File: src/rtl/resource_sched_pkg.sv
// Shared types and constants for the resource scheduler: owner encodings,
// in-flight tag layout, arbitration modes and the per-owner squash helper.
package resource_sched_pkg;

    localparam logic OWNER_P1 = 1'b0;
    localparam logic OWNER_P2 = 1'b1;

    typedef enum logic {
        MODE_RR  = 1'b0,
        MODE_TDM = 1'b1
    } mode_e;

    typedef struct packed {
        logic valid;
        logic owner;
    } tag_t;

    // Drop the valid bit of a tag whose owner is being flushed this cycle.
    function automatic tag_t squash_tag(input tag_t t, input logic f1, input logic f2);
        tag_t r;
        r = t;
        if ((f1 && (t.owner == OWNER_P1)) || (f2 && (t.owner == OWNER_P2))) begin
            r.valid = 1'b0;
        end
        return r;
    endfunction

endpackage

File: src/rtl/sched_tag_pipe.sv
// RES_LATENCY-deep shift register of {valid, owner} tags that mirrors the
// resource pipeline, with per-owner squash on flush.
module sched_tag_pipe
    import resource_sched_pkg::*;
#(
    parameter int unsigned RES_LATENCY = 2
) (
    input  logic clk,
    input  logic reset,
    input  tag_t i_tag,
    input  logic i_flush_1,
    input  logic i_flush_2,
    output tag_t o_last,
    output logic o_busy
);

    tag_t r_stage [RES_LATENCY];
    logic w_busy;

    always_ff @(posedge clk) begin
        if (!reset) begin
            for (int unsigned k = 0; k < RES_LATENCY; k++) begin
                r_stage[k] <= '0;
            end
        end else begin
            r_stage[0] <= squash_tag(i_tag, i_flush_1, i_flush_2);
            for (int unsigned k = 1; k < RES_LATENCY; k++) begin
                r_stage[k] <= squash_tag(r_stage[k-1], i_flush_1, i_flush_2);
            end
        end
    end

    always_comb begin
        w_busy = 1'b0;
        for (int unsigned k = 0; k < RES_LATENCY; k++) begin
            w_busy = w_busy | r_stage[k].valid;
        end
    end

    assign o_last = r_stage[RES_LATENCY-1];
    assign o_busy = w_busy;

endmodule

File: src/rtl/resource_scheduler.sv
// Arbitrates the shared resource between two pipelines (round-robin or fixed
// TDM slots), routes results back by owner tag and counts stall cycles.
module resource_scheduler
    import resource_sched_pkg::*;
#(
    parameter int unsigned RES_LATENCY = 2,
    parameter int unsigned SLOT_LEN    = 4,
    parameter int unsigned CNT_W       = 16
) (
    input  logic             clk,
    input  logic             reset,
    input  logic             mode_tdm,
    input  logic             req_1,
    input  logic             req_2,
    input  logic             flush_1,
    input  logic             flush_2,
    output logic             grant_1,
    output logic             grant_2,
    output logic             rsp_valid_1,
    output logic             rsp_valid_2,
    output logic [CNT_W-1:0] stall_cnt_1,
    output logic [CNT_W-1:0] stall_cnt_2,
    output logic             busy
);

    localparam int unsigned SLOT_W = (SLOT_LEN > 1) ? $clog2(SLOT_LEN) : 1;
    localparam logic [SLOT_W-1:0] SLOT_LAST = SLOT_W'(SLOT_LEN - 1);

    logic              r_rr_ptr;
    logic [SLOT_W-1:0] r_slot_cnt;
    logic              r_slot_owner;
    mode_e             r_mode;
    logic [CNT_W-1:0]  r_stall_1;
    logic [CNT_W-1:0]  r_stall_2;

    mode_e w_mode;
    logic  w_mode_chg;
    logic  w_ereq_1;
    logic  w_ereq_2;
    logic  w_grant_1;
    logic  w_grant_2;
    tag_t  w_tag_in;
    tag_t  w_last;
    logic  w_pipe_busy;

    assign w_mode     = mode_e'(mode_tdm);
    assign w_mode_chg = (w_mode != r_mode);
    assign w_ereq_1   = req_1 & ~flush_1;
    assign w_ereq_2   = req_2 & ~flush_2;

    always_comb begin
        w_grant_1 = 1'b0;
        w_grant_2 = 1'b0;
        if (reset) begin
            if (w_mode == MODE_TDM) begin
                w_grant_1 = w_ereq_1 & (r_slot_owner == OWNER_P1);
                w_grant_2 = w_ereq_2 & (r_slot_owner == OWNER_P2);
            end else if (w_ereq_1 && w_ereq_2) begin
                w_grant_1 = (r_rr_ptr == OWNER_P1);
                w_grant_2 = (r_rr_ptr == OWNER_P2);
            end else begin
                w_grant_1 = w_ereq_1;
                w_grant_2 = w_ereq_2;
            end
        end
    end

    always_ff @(posedge clk) begin
        r_mode <= w_mode;
        if (!reset) begin
            r_rr_ptr <= OWNER_P1;
        end else if ((w_mode == MODE_RR) && w_ereq_1 && w_ereq_2) begin
            r_rr_ptr <= ~r_rr_ptr;
        end
    end

    // The slot counter parks at slot 0 / owner P1 outside TDM, so entering TDM
    // always starts with a full P1 slot no matter how long RR ran.
    always_ff @(posedge clk) begin
        if (!reset || w_mode_chg || (w_mode == MODE_RR)) begin
            r_slot_cnt   <= '0;
            r_slot_owner <= OWNER_P1;
        end else if (r_slot_cnt == SLOT_LAST) begin
            r_slot_cnt   <= '0;
            r_slot_owner <= ~r_slot_owner;
        end else begin
            r_slot_cnt   <= r_slot_cnt + SLOT_W'(1);
        end
    end

    always_ff @(posedge clk) begin
        if (!reset) begin
            r_stall_1 <= '0;
            r_stall_2 <= '0;
        end else begin
            if (req_1 && !w_grant_1 && (r_stall_1 != '1)) begin
                r_stall_1 <= r_stall_1 + CNT_W'(1);
            end
            if (req_2 && !w_grant_2 && (r_stall_2 != '1)) begin
                r_stall_2 <= r_stall_2 + CNT_W'(1);
            end
        end
    end

    always_comb begin
        w_tag_in       = '0;
        w_tag_in.valid = w_grant_1 | w_grant_2;
        w_tag_in.owner = w_grant_2 ? OWNER_P2 : OWNER_P1;
    end

    sched_tag_pipe #(
        .RES_LATENCY (RES_LATENCY)
    ) u_tag_pipe (
        .clk       (clk),
        .reset     (reset),
        .i_tag     (w_tag_in),
        .i_flush_1 (flush_1),
        .i_flush_2 (flush_2),
        .o_last    (w_last),
        .o_busy    (w_pipe_busy)
    );

    assign grant_1     = w_grant_1;
    assign grant_2     = w_grant_2;
    assign rsp_valid_1 = reset & w_last.valid & (w_last.owner == OWNER_P1) & ~flush_1;
    assign rsp_valid_2 = reset & w_last.valid & (w_last.owner == OWNER_P2) & ~flush_2;
    assign busy        = reset & w_pipe_busy;
    assign stall_cnt_1 = r_stall_1;
    assign stall_cnt_2 = r_stall_2;

endmodule

File: config.mk
export PLATFORM = sky130hd
export DESIGN_NAME = resource_scheduler
export DESIGN_NICKNAME = d
export VERILOG_FILES = /design/src/rtl/resource_sched_pkg.sv /design/src/rtl/sched_tag_pipe.sv /design/src/rtl/resource_scheduler.sv
export SDC_FILE = /design/constraint.sdc
export NUM_CORES = 1
export LEC_CHECK = 0
export ABC_AREA = 1
export BUFFER_PORTS_ARGS = -buffer_cell sky130_fd_sc_hd__buf_2
export CAP_MARGIN = 25
export CORE_AREA = 2 2 65 67
export DETAILED_ROUTE_END_ITERATION = 10
export DIE_AREA = 0 0 67 69
export PLACE_DENSITY = 0.87
export SLEW_MARGIN = 25
export SYNTH_ARGS = -nofsm -noshare
export SYNTH_HDL_FRONTEND = slang
export SYNTH_SLANG_ARGS = --single-unit
File: constraint.sdc
create_clock -name clk -period 2.95 [get_ports clk]
set_clock_uncertainty 0.05 [all_clocks]
set_input_delay 0.295 -clock clk [delete_from_list [all_inputs] [get_ports clk]]
set_output_delay 0.295 -clock clk [all_outputs]
set_load 0.005 [all_outputs]
* Yosys cells after proc, flatten, opt, wreduce, memory -nomap -nowiden
Memories as Yosys holds them, arrays and structs flattened.
Cells that the tools add are included.
** Cells by class
- Shifts and indexed selects :: 0
- Bitwise logic cells :: 22
- Order comparisons :: 0
- Eq/ne operators :: 4
- Divide/modulo/power cells :: 0
- Reduce and logical (&&, ||, !) cells :: 19
- Multiplexer cells :: 15
- $add $sub $neg :: 3
- $mul :: 0
** Operators by type and width (count)
- adder 16 x 1 -> 16 bit (second input constant) :: 2
- inequality test 16 bit (second input constant) :: 2
- two-way mux 1 bit :: 13
- logical AND 1 bit :: 11
- AND 1 bit :: 10
- NOT 1 bit :: 8
- logical OR 1 bit :: 4
- two-way mux 2 bit :: 2
- bitwise OR 1 bit :: 4
- zero test 1 bit :: 3
- adder 2 x 1 -> 2 bit (second input constant) :: 1
- == test 2 bit (second input constant) :: 1
- OR reduction 2 bit :: 1
- inequality test 1 bit :: 1
** Word-level totals
- Bits in latches :: 0
- Output and inout port bits :: 37
- Memory bits (writable) :: 4
- Bits of input ports :: 7
- Register bits :: 37
- Memories :: 1
- Memory bits (read-only) :: 0
** Memories
- u_tag_pipe.r_stage :: depth 2, width 2, read ports 2, clocked after memory_dff 0, write ports 2, RTL line sched_tag_pipe.sv:17 : tag_t r_stage [RES_LATENCY];

* Depth between registers and ports, before layout
Gate-level depths: netlist of run 1.
- Depth after elaboration :: 13
- Mapped depth :: 11
- Depth with buffers taken out :: 10

* Cells and area by module
A second synthesis of run 1 with hierarchy kept.
** Unflattened totals
- Cells, all modules :: 361
- Area, all modules :: 2337.2 sq um
** By module, submodules not included
- resource_scheduler :: seq. area each 740.7 sq um, area each 2167.1 sq um, cells each 337, instances 1
- sched_tag_pipe :: seq. area each 80.1 sq um, area each 170.2 sq um, cells each 24, instances 1

* Worst setup path after synthesis of run 1
Ideal clock, no wire load.
- Path kind :: flip-flop to flip-flop
- From :: reg r_stall_2[0] (netlist: stall_cnt_2[0])
- To :: reg r_stall_2[13] (netlist: stall_cnt_2[13])
- Library setup time :: 0.070 ns
- Data arrival time :: 1.497 ns
- Cell stages (with the launch flop) :: 11
- Required time :: 2.830 ns
- Setup slack :: 1.332 ns
- Path buffers :: 1
- Period minus slack after synthesis :: 1.618 ns
- Path through :: dfxtp_1 -> ha_1 -> nand2_1 -> nor2_2 -> nand2_1 -> inv_1 -> nand2_1 -> nand3_2 -> buf_4 -> nand2_1 -> a21oi_1
** Between the ends
- Cells in the longest elaborated chain, start to end :: 2
- Elaborated cells on any way between the ends :: 3
- Classes of those cells :: 1 x add/sub; 1 x eq/ne; 1 x reduce/logical
** Ends and longest elaborated chain
- from (decl) :: RTL line resource_scheduler.sv:34 : logic [CNT_W-1:0] r_stall_2;
- from (signal assigned) :: RTL line resource_scheduler.sv:100 : r_stall_2 <= r_stall_2 + CNT_W'(1);
- parallel branches: the longest is 2 deep, another holds adder 16 x 1 -> 16 bit
Several ways; the timed one is not identified.
A chain may end at the register's enable or synchronous reset.

* Worst setup path after layout of run 1
- From :: reg r_stall_2[0] (netlist: stall_cnt_2[0])
- To :: reg r_stall_2[1] (netlist: stall_cnt_2[1])
Same word-level chain as after synthesis.

==> impl_metrics.env, run 1 <==
export IMPL_status="finished, final reports clean"
export IMPL_start_kind="register"
export IMPL_detail_route_vias_per_cell=5.12
export IMPL_final_cell_mix="124 x nand2_1, 45 x nor2_1, 43 x buf_2"
export IMPL_tightest_slew_ns=0.577
export IMPL_relSlewSlack=0.615
export IMPL_p_switching_mw=0.246
export IMPL_cp_data_required_time_ns=3.12
export IMPL_grt_antenna_before_repair=0
export IMPL_power_density_nw_per_um2=387
export IMPL_synthCells=350
export IMPL_cap_violations=0
export IMPL_grt_pass1_wl_um=8870
export IMPL_total_leakage_power_nw=1.16
export IMPL_grt_pass1_vias=2075
export IMPL_fin_tns_setup_ns=0
export IMPL_clk_path_buf_depth=2
export IMPL_synth_seq_area_share=0.363
export IMPL_timing_final_ws_setup_ns=0.999
export IMPL_internal_power_mw=0.750
export IMPL_syn2layout_area_growth_pct=13.9
export IMPL_layout_commonest_cell="nand2_1"
export IMPL_postCtsHoldBufs=0
export IMPL_crit_path_max_fanout=16
export IMPL_cts_sinks=41
export IMPL_finalSetupViolations=0
export IMPL_p_sw_frac=0.247
export IMPL_cp_arrival_ns=2.12
export IMPL_drive_gt1_frac=0.142
export IMPL_seqPwrFrac=0.573
export IMPL_worstHoldPathType="in -> reg"
export IMPL_cp_end_kind="register"
export IMPL_syn_nets=360
export IMPL_drt_iter0_drc=103
export IMPL_synthTopCellsByArea="dfxtp_1 36%, nand2_1 21%, nor2_1 7.5%, a21oi_1 6.6%, inv_1 5.8%"
export IMPL_finalWeightedCongestion=0.882
export IMPL_grt_usage=0.240
export IMPL_post_cts_buffers=0
export IMPL_syn_area_per_cell_um2=6.46
export IMPL_ios=44
export IMPL_fin_nets=403
export IMPL_fin_crit_sh=0.661
export IMPL_ys_seq_elements=41
export IMPL_h_tree_depth=2
export IMPL_ys_types=26
export IMPL_drtAntennaViolNets=0
export IMPL_period_minus_slack_ns=1.95
export IMPL_clk_latency_ns=0.30
export IMPL_final_hold_violation_count=0
export IMPL_syn_area_um2=2260
export IMPL_cts_buffers=5
export IMPL_design_core_area_um2=3910
export IMPL_synth_top_cell_by_area="dfxtp_1"
export IMPL_dieArea_um2=4620
export IMPL_r2r_slack_ns=1.0
export IMPL_postCtsResizedCells=0
export IMPL_yosysWarnings=0
export IMPL_comb_power_share=0.067
export IMPL_drv_slew=0
export IMPL_die_h_um=69
export IMPL_pre_cts_ws_ns=0.826
export IMPL_clockRootBuffer="clkbuf_8"
export IMPL_cts_tree="yes"
export IMPL_synth_edf_count=0
export IMPL_synth_top_cell_area_share=0.363
export IMPL_wl_um=5210
export IMPL_remaining_drc_errors=0
export IMPL_fmax_ghz=0.513
export IMPL_gr_total_overflow=0
export IMPL_critPathKind="reg -> reg"
export IMPL_vias=2274
export IMPL_start_util=0.578
export IMPL_async_reset_ff_frac=0
export IMPL_critPathMostFrequentCell="nand2_1"
export IMPL_grt_max_degree=34
export IMPL_slowest_stage="dfxtp_1"
export IMPL_rsz0062_at_grt="false"
export IMPL_crit_path_cell_trace="ha_1, nand2_1, nor2_2, nand2_1, inv_1, nand2_1, nand3_2, nand2_1, a21oi_1"
export IMPL_hpwl_um=3740
export IMPL_drt_first_pass_iters=4
export IMPL_vdd_drop_max_uv=258
export IMPL_slowest_delay_ns=0.45
export IMPL_wl_per_cell_um=11.7
export IMPL_die_w_um=67
export IMPL_io_buffers=43
export IMPL_row_count=23
export IMPL_pwr_share_clk=0.360
export IMPL_clk_pin_slew_worst_paths_ns=0.08
export IMPL_num_antenna_cells=0
export IMPL_ys_flop_type="dfxtp_1"
[stage by stage]
step / instance area, um^2 / hold slack, ns / utilization / std cells / total power [mW]
finish: 2580 / 0.0923 / 0.659 / 444 / 0.996
global route: 2580 / 0.101 / 0.659 / 444 / 1.03
detailed placement: 2500 / 0.370 / 0.638 / 436 / 0.650
global placement: 2500 / 0.356 / 0.638 / 436 / 0.648
CTS: 2580 / 0.0893 / 0.659 / 444 / 1.00
floorplan: 2260 / 0.273 / - / 350 / 0.628
[kinds of logic (layout without fill, tap and decap cells)]
| kind of cell | count (synthesis) | count (layout) | synth area share |
|---|---|---|---|
| AOI/OAI and AO/OA | 37 | 37 | 0.0830 |
| and+or+nand+nor | 206 | 206 | 0.382 |
| xor gates and xnor gates | 20 | 20 | 0.0774 |
| buffers and inverters | 43 | 87 | 0.0785 |
| adders and majority gates | 3 | 3 | 0.0166 |
| DFF | 41 | 41 | 0.363 |
[cells in the mapped netlist, types with 2 or more instances]
| library cell | instances |
|---|---|
| nand2_1 | 124 |
| nor2_1 | 45 |
| dfxtp_1 | 41 |
| inv_1 | 35 |
| a21oi_1 | 30 |
| nand3_1 | 16 |
| xnor2_1 | 11 |
| nand4_1 | 9 |
| xor2_1 | 9 |
| o21ai_0 | 6 |
| clkbuf_1 | 3 |
| ha_1 | 3 |
| nand3_2 | 3 |
| buf_4 | 2 |
| nor2_2 | 2 |
[power by group through the flow]
stage	logic [mW]	clock network, mW	registers [mW]
after floorplan	0.0460	0	0.582
after global placement	0.0645	0	0.583
after detailed placement	0.0667	0	0.584
after CTS	0.0670	0.362	0.571
after global routing	0.0766	0.379	0.573
final	0.0666	0.358	0.571
[worst max-delay path, delay by kind of cell (launching register included)]
kind | cells | cell delay (ns)
AO/OA/AOI/OAI | 1 | 0.18
flip-flops | 1 | 0.45
adder cells (fa/ha/maj) | 1 | 0.26
AND/OR/NAND/NOR | 6 | 0.86
buffers and inverters | 1 | 0.07
[state kept, by name (all words and copies together), names as in the netlist]
| signal | flops |
|---|---|
| r_slot_owner | 1 |
| stall_cnt_1 | 16 |
| r_rr_ptr | 1 |
| r_mode | 1 |
| r_slot_cnt | 2 |
| stall_cnt_2 | 16 |
| u_tag_pipe.r_stage | 4 |
[cell type report]
type | instances | area (um^2)
well taps | 50 | 62.6
multi-input cells | 266 | 1260
inverters | 36 | 135
repair buffers | 43 | 215
clock buffers | 8 | 80.1
flip-flops and latches | 41 | 821
fillers | 384 | 1340
[worst paths after layout]
kind / cells after the start / end / startpoint
hold / removal: 1 / r_mode$_DFF_P_ / mode_tdm
hold reg to reg: 1 / r_slot_cnt[0]$_SDFF_PP0_ / r_slot_cnt[0]$_SDFF_PP0_
setup reg to reg: 9 / stall_cnt_2[1]$_SDFFE_PN0P_ / stall_cnt_2[0]$_SDFFE_PN0P_
setup / recovery: 9 / stall_cnt_2[1]$_SDFFE_PN0P_ / stall_cnt_2[0]$_SDFFE_PN0P_
[layer usage]
layer / up-vias / track usage / share of wire
li1: 1187 / - / -
met1: 1024 / 0.311 / 0.47
met2: 54 / 0.384 / 0.46
met3: 9 / 0.0440 / 0.048
met4: 0 / 0.102 / 0.018
met5: - / 0 / 0
Power figures use the tool's default switching activity.
==> run 2: changes to the inputs <==
--- a/config.mk
+++ b/config.mk
@@ -8,10 +8,10 @@
 export ABC_AREA = 1
 export BUFFER_PORTS_ARGS = -buffer_cell sky130_fd_sc_hd__buf_2
 export CAP_MARGIN = 25
-export CORE_AREA = 2 2 65 67
+export CORE_AREA = 2 2 68 70
 export DETAILED_ROUTE_END_ITERATION = 10
-export DIE_AREA = 0 0 67 69
-export PLACE_DENSITY = 0.87
+export DIE_AREA = 0 0 70 72
+export PLACE_DENSITY = 0.81
 export SLEW_MARGIN = 25
 export SYNTH_ARGS = -nofsm -noshare
 export SYNTH_HDL_FRONTEND = slang
==> constraint.sdc (replaced) <==
create_clock -name clk -period 1.9 [get_ports clk]
set_clock_uncertainty 0.05 [all_clocks]
set_input_delay 0.19 -clock clk [delete_from_list [all_inputs] [get_ports clk]]
set_output_delay 0.19 -clock clk [all_outputs]
set_load 0.005 [all_outputs]
==> impl_metrics.env, run 2 (synthesis results as in run 1) <==
export IMPL_grt_usage=0.210
export IMPL_holdPathEnd="u_tag_pipe.r_stage[0][3]$_SDFF_PP0_"
export IMPL_cp_arrival_ns=1.88
export IMPL_drt_iter0_drc=164
export IMPL_final_cell_mix="124 x nand2_1, 43 x nor2_1, 43 x buf_2"
export IMPL_fin_util=0.642
export IMPL_start_util=0.531
export IMPL_worstHoldPathType="in -> reg"
export IMPL_n_fill_cell=413
export IMPL_multi_input_area_um2=1310
export IMPL_cp_data_required_time_ns=2.02
export IMPL_period_minus_slack_ns=1.76
export IMPL_drt_first_pass_iters=4
export IMPL_final_hold_violation_count=0
export IMPL_remaining_drc_errors=0
export IMPL_hpwl_um=3690
export IMPL_syn2layout_area_growth_pct=21.0
export IMPL_grt_pass1_wl_um=8670
export IMPL_wl_met2_um=2460
export IMPL_wl_per_cell_um=11.7
export IMPL_h_tree_depth=2
export IMPL_gr_total_overflow=0
export IMPL_cp_end_kind="register"
export IMPL_pre_cts_ws_ns=0.0547
export IMPL_crit_reg2reg_launch="stall_cnt_2[1]$_SDFFE_PN0P_"
export IMPL_drtAntennaViolNets=0
export IMPL_num_antenna_cells=0
export IMPL_cts_tree="yes"
export IMPL_wl_met1_um=2520
export IMPL_wl_um=5290
export IMPL_hold_depth=2
export IMPL_holdWs_ns=0.0516
export IMPL_fin_nets=410
export IMPL_fin_crit_sh=0.926
export IMPL_finalSetupViolations=0
export IMPL_grt_pass1_vias=1996
export IMPL_clk_pin_slew_worst_paths_ns=0.08
export IMPL_clk_latency_ns=0.30
export IMPL_cts_sinks=41
export IMPL_placed_area_um2=2530
export IMPL_dieArea_um2=5040
export IMPL_relSlewSlack=0.767
export IMPL_row_count=24
export IMPL_status="finished, final reports clean"
export IMPL_clockRootBuffer="clkbuf_8"
export IMPL_grt_antenna_before_repair=0
export IMPL_worstReg2RegEnd="stall_cnt_2[8]$_SDFFE_PN0P_"
export IMPL_finish_instance_area_um2=2740
export IMPL_io_buffers=43
export IMPL_cts_buffers=5
export IMPL_fmax_ghz=0.569
export IMPL_ff_latch_area_um2=822
export IMPL_clk_path_buf_depth=2
export IMPL_die_h_um=72
export IMPL_drive_gt1_frac=0.175
export IMPL_power_density_nw_per_um2=670
export IMPL_finalWeightedCongestion=0.850
export IMPL_wl_met3_um=241
export IMPL_cap_violations=0
export IMPL_drv_slew=0
export IMPL_ios=44
export IMPL_detail_route_vias_per_cell=5.06
export IMPL_total_leakage_power_nw=1.23
export IMPL_vias=2290
export IMPL_hp_start="flush_2"
export IMPL_tightest_slew_ns=0.349
export IMPL_crit_path_max_fanout=14
export IMPL_timing_final_ws_setup_ns=0.141
export IMPL_top_layer="met4"
export IMPL_grt_max_degree=33
export IMPL_worstRegToRegCells=11
export IMPL_finalPower_mw=1.84
export IMPL_layout_commonest_cell="nand2_1"
export IMPL_start_kind="register"
export IMPL_vdd_drop_max_uv=363
export IMPL_die_w_um=70
export IMPL_design_core_area_um2=4260
export IMPL_critPathKind="reg -> reg"
export IMPL_r2r_slack_ns=0.14
==> run 2: cell types whose count changed in the layout (fill, tap and decap cells not counted), moves of 2 or more <==
cell and delta:
clkbuf_1 -3, bufinv_16 +2, buf_4 +4, nor2_1 -2
nand3_4 +2
==> run 2: worst max path at each step <==
stage	slack (ns)	to	cells past startpoint	startpoint
2_1_floorplan	0.28	stall_cnt_2[13]$_SDFFE_PN0P_	10	stall_cnt_2[0]$_SDFFE_PN0P_
3_3_place_gp	0.09	stall_cnt_1[3]$_SDFFE_PN0P_	8	stall_cnt_1[0]$_SDFFE_PN0P_
3_5_place_dp	0.05	stall_cnt_1[11]$_SDFFE_PN0P_	8	stall_cnt_1[0]$_SDFFE_PN0P_
4_1_cts	0.02	stall_cnt_1[11]$_SDFFE_PN0P_	8	stall_cnt_1[0]$_SDFFE_PN0P_
5_1_grt	-0.01	stall_cnt_2[8]$_SDFFE_PN0P_	11	stall_cnt_2[1]$_SDFFE_PN0P_
6_report	0.14	stall_cnt_2[8]$_SDFFE_PN0P_	11	stall_cnt_2[1]$_SDFFE_PN0P_
==> run 2: report_power, final <==
part	switching, mW	internal (mW)
Combinational	0.0795	0.0447
Clock	0.306	0.522
Sequential	0.0111	0.872
==> run 2: area by class of cell <==
type / instances / area share
timing repair buffer: 49 / 0.101
tap: 52 / 0.0238
sequential: 41 / 0.300
clock inverter: 3 / 0.0238
multi-input combinational: 267 / 0.477
inverter: 36 / 0.0494
clock buffer: 5 / 0.0251
==> run 2: repair_timing <==
item                                    4_1_cts  5_1_grt
hold buffers                                  1        0
buffers inserted                              0        1
hold endpoints to repair                      1        0
endpoints found under the setup margin        0       30
gates resized for setup                       0        8
==> run 2: worst max-delay path: stages (launching register included) <==
cell and delay [ns]:
dfxtp_1 0.40, ha_2 0.23, nand2_1 0.08, nor2_2 0.15, nand2_1 0.10, inv_1 0.06
nand2_1 0.12, inv_1 0.13, nor2_4 0.04, buf_12 0.14, nand2_1 0.06, a21oi_1 0.06
==> run 2: routing by layer <==
layer / global-route usage / up-vias
li1: - / 1203
met1: 0.269 / 1024
met2: 0.356 / 58
met3: 0.0514 / 5
met4: 0.0598 / 0
met5: 0 / -
==> run 2: through the flow <==
| stage | setup TNS, ns | cells |
|---|---|---|
| floorplan | 0 | 350 |
| global placement | 0 | 442 |
| detailed placement | 0 | 442 |
| CTS | 0 | 451 |
| global route | -0.0126 | 453 |
| finish | 0 | 453 |
==> run 3: changes to the inputs <==
--- a/config.mk
+++ b/config.mk
@@ -6,7 +6,7 @@
 export NUM_CORES = 1
 export LEC_CHECK = 0
 export ABC_AREA = 1
-export BUFFER_PORTS_ARGS = -buffer_cell sky130_fd_sc_hd__buf_2
+export BUFFER_PORTS_ARGS = -buffer_cell sky130_fd_sc_hd__buf_4
 export CAP_MARGIN = 25
 export CORE_AREA = 2 2 68 70
 export DETAILED_ROUTE_END_ITERATION = 10
==> impl_metrics.env, run 3 (synthesis results as in run 1) <==
export IMPL_status="finished, final reports clean"
export IMPL_cp_data_required_time_ns=2.07
export IMPL_grt_pass1_wl_um=8940
export IMPL_cts_buffers=5
export IMPL_drt_iter0_drc=127
export IMPL_drive_gt1_frac=0.174
export IMPL_h_tree_depth=2
export IMPL_start_util=0.531
export IMPL_syn2layout_area_growth_pct=25.9
export IMPL_grt_usage=0.211
export IMPL_start_kind="register"
export IMPL_period_minus_slack_ns=1.74
export IMPL_num_antenna_cells=0
export IMPL_final_cell_mix="123 x nand2_1, 48 x buf_4, 43 x nor2_1"
export IMPL_drt_first_pass_iters=4
export IMPL_cp_arrival_ns=1.91
export IMPL_holdPathEnd="u_tag_pipe.r_stage[0][3]$_SDFF_PP0_"
export IMPL_fin_util=0.668
export IMPL_dp_cells=443
export IMPL_wl_met3_um=262
export IMPL_stdcell_count=454
export IMPL_clk_pin_slew_worst_paths_ns=0.08
export IMPL_wl_met2_um=2450
export IMPL_finalWeightedCongestion=0.880
export IMPL_hold_depth=2
export IMPL_finish_instance_area_um2=2850
export IMPL_cts_sinks=41
export IMPL_hpwl_um=3670
export IMPL_detail_route_vias_per_cell=5.05
export IMPL_relSlewSlack=0.771
export IMPL_final_hold_violation_count=0
export IMPL_top_layer="met4"
export IMPL_clockRootBuffer="clkbuf_8"
export IMPL_worstRegToRegCells=9
export IMPL_design_core_area_um2=4260
export IMPL_layout_commonest_cell="nand2_1"
export IMPL_rsz0062_at_grt="true"
export IMPL_cts_tree="yes"
export IMPL_remaining_drc_errors=0
export IMPL_gr_total_overflow=0
export IMPL_crit_path_max_fanout=7
export IMPL_fmax_ghz=0.575
export IMPL_row_count=24
export IMPL_hp_start="flush_2"
export IMPL_clk_latency_ns=0.29
export IMPL_worstReg2RegEnd="stall_cnt_1[14]$_SDFFE_PN0P_"
export IMPL_tightest_slew_ns=0.344
export IMPL_total_leakage_power_nw=1.24
export IMPL_grt_pass1_vias=2016
export IMPL_crit_reg2reg_launch="stall_cnt_1[1]$_SDFFE_PN0P_"
export IMPL_wl_per_cell_um=11.7
export IMPL_n_fill_cell=364
export IMPL_io_buffers=43
export IMPL_finalSetupViolations=0
export IMPL_grt_max_degree=33
export IMPL_r2r_slack_ns=0.16
export IMPL_fin_crit_sh=0.916
export IMPL_worstHoldPathType="in -> reg"
export IMPL_power_density_nw_per_um2=647
export IMPL_drv_slew=0
export IMPL_drtAntennaViolNets=0
export IMPL_cp_end_kind="register"
export IMPL_placed_area_um2=2650
export IMPL_grt_antenna_before_repair=0
export IMPL_dieArea_um2=5040
export IMPL_cap_violations=0
export IMPL_vias=2292
export IMPL_critPathKind="reg -> reg"
export IMPL_die_w_um=70
export IMPL_ios=44
export IMPL_wl_met1_um=2530
export IMPL_vdd_drop_max_uv=529
export IMPL_clk_path_buf_depth=2
export IMPL_wl_um=5290
export IMPL_finalPower_mw=1.84
export IMPL_die_h_um=72
export IMPL_fin_nets=411
[run 3: cell count changes in the layout (fill, tap and decap cells not counted)]
cell,previous run,this run
nand3_1,15,16
nand2_1,124,123
buf_2,43,0
ha_1,2,3
buf_4,4,48
nand3_2,3,2
ha_2,1,0
nand2_2,1,2
[run 3: worst max path at each step]
| stage | from | end | slack (ns) | cells after the start |
|---|---|---|---|---|
| 2_1_floorplan | stall_cnt_2[0]$_SDFFE_PN0P_ | stall_cnt_2[13]$_SDFFE_PN0P_ | 0.28 | 10 |
| 3_3_place_gp | stall_cnt_1[0]$_SDFFE_PN0P_ | stall_cnt_1[4]$_SDFFE_PN0P_ | 0.11 | 8 |
| 3_5_place_dp | stall_cnt_1[0]$_SDFFE_PN0P_ | stall_cnt_1[9]$_SDFFE_PN0P_ | 0.07 | 8 |
| 4_1_cts | stall_cnt_1[0]$_SDFFE_PN0P_ | stall_cnt_1[9]$_SDFFE_PN0P_ | 0.03 | 8 |
| 5_1_grt | mode_tdm | stall_cnt_1[10]$_SDFFE_PN0P_ | -0.02 | 9 |
| 6_report | stall_cnt_1[1]$_SDFFE_PN0P_ | stall_cnt_1[14]$_SDFFE_PN0P_ | 0.16 | 9 |
[run 3: critical path, stage by stage, from the launching register on]
cell and delay (ns):
dfxtp_1 0.41, ha_1 0.21, nand2_1 0.09, nor2_2 0.14, nand2_2 0.11, inv_1 0.07
nand3_1 0.17, nand3_2 0.23, nand2_1 0.07, a21oi_1 0.11
[run 3: where the power goes]
part           switching (mW)  leakage, nW  total, mW  internal (mW)
logic                  0.0808        0.843      0.134         0.0533
registers              0.0110        0.332      0.883          0.872
clock network           0.305       0.0681      0.827          0.522
[run 3: metal layers]
layer / vias to the layer above / GRT usage
met5: - / 0
met4: 0 / 0.0662
met3: 5 / 0.0361
met2: 50 / 0.340
met1: 1031 / 0.293
li1: 1206 / -
[run 3: per-stage QoR]
stage | hold slack (ns) | setup TNS [ns] | worst slack, ns
finish | 0.0588 | 0 | 0.160
global route | 0.0634 | -0.0209 | -0.0201
CTS | 0.0659 | 0 | 0.0302
detailed placement | 0.273 | 0 | 0.0654
global placement | 0.273 | 0 | 0.114
floorplan | 0.168 | 0 | 0.282
[run 3: what timing repair did]
action                                  in CTS  in global routing
endpoints found under the setup margin       0                 19
hold endpoints to repair                     1                  0
hold buffers                                 1                  0
gates resized for setup                      0                  7
setup buffers                                0                  1
[run 3: cell type report]
| cell class | count | area, um^2 | share of cell area |
|---|---|---|---|
| sequential | 41 | 822 | 0.289 |
| multi-input combinational | 267 | 1300 | 0.457 |
| timing repair buffer | 50 | 390 | 0.137 |
| tap | 52 | 65.1 | 0.0228 |
| clock buffer | 5 | 68.8 | 0.0242 |
| inverter | 36 | 135 | 0.0475 |
| clock inverter | 3 | 65.1 | 0.0228 |
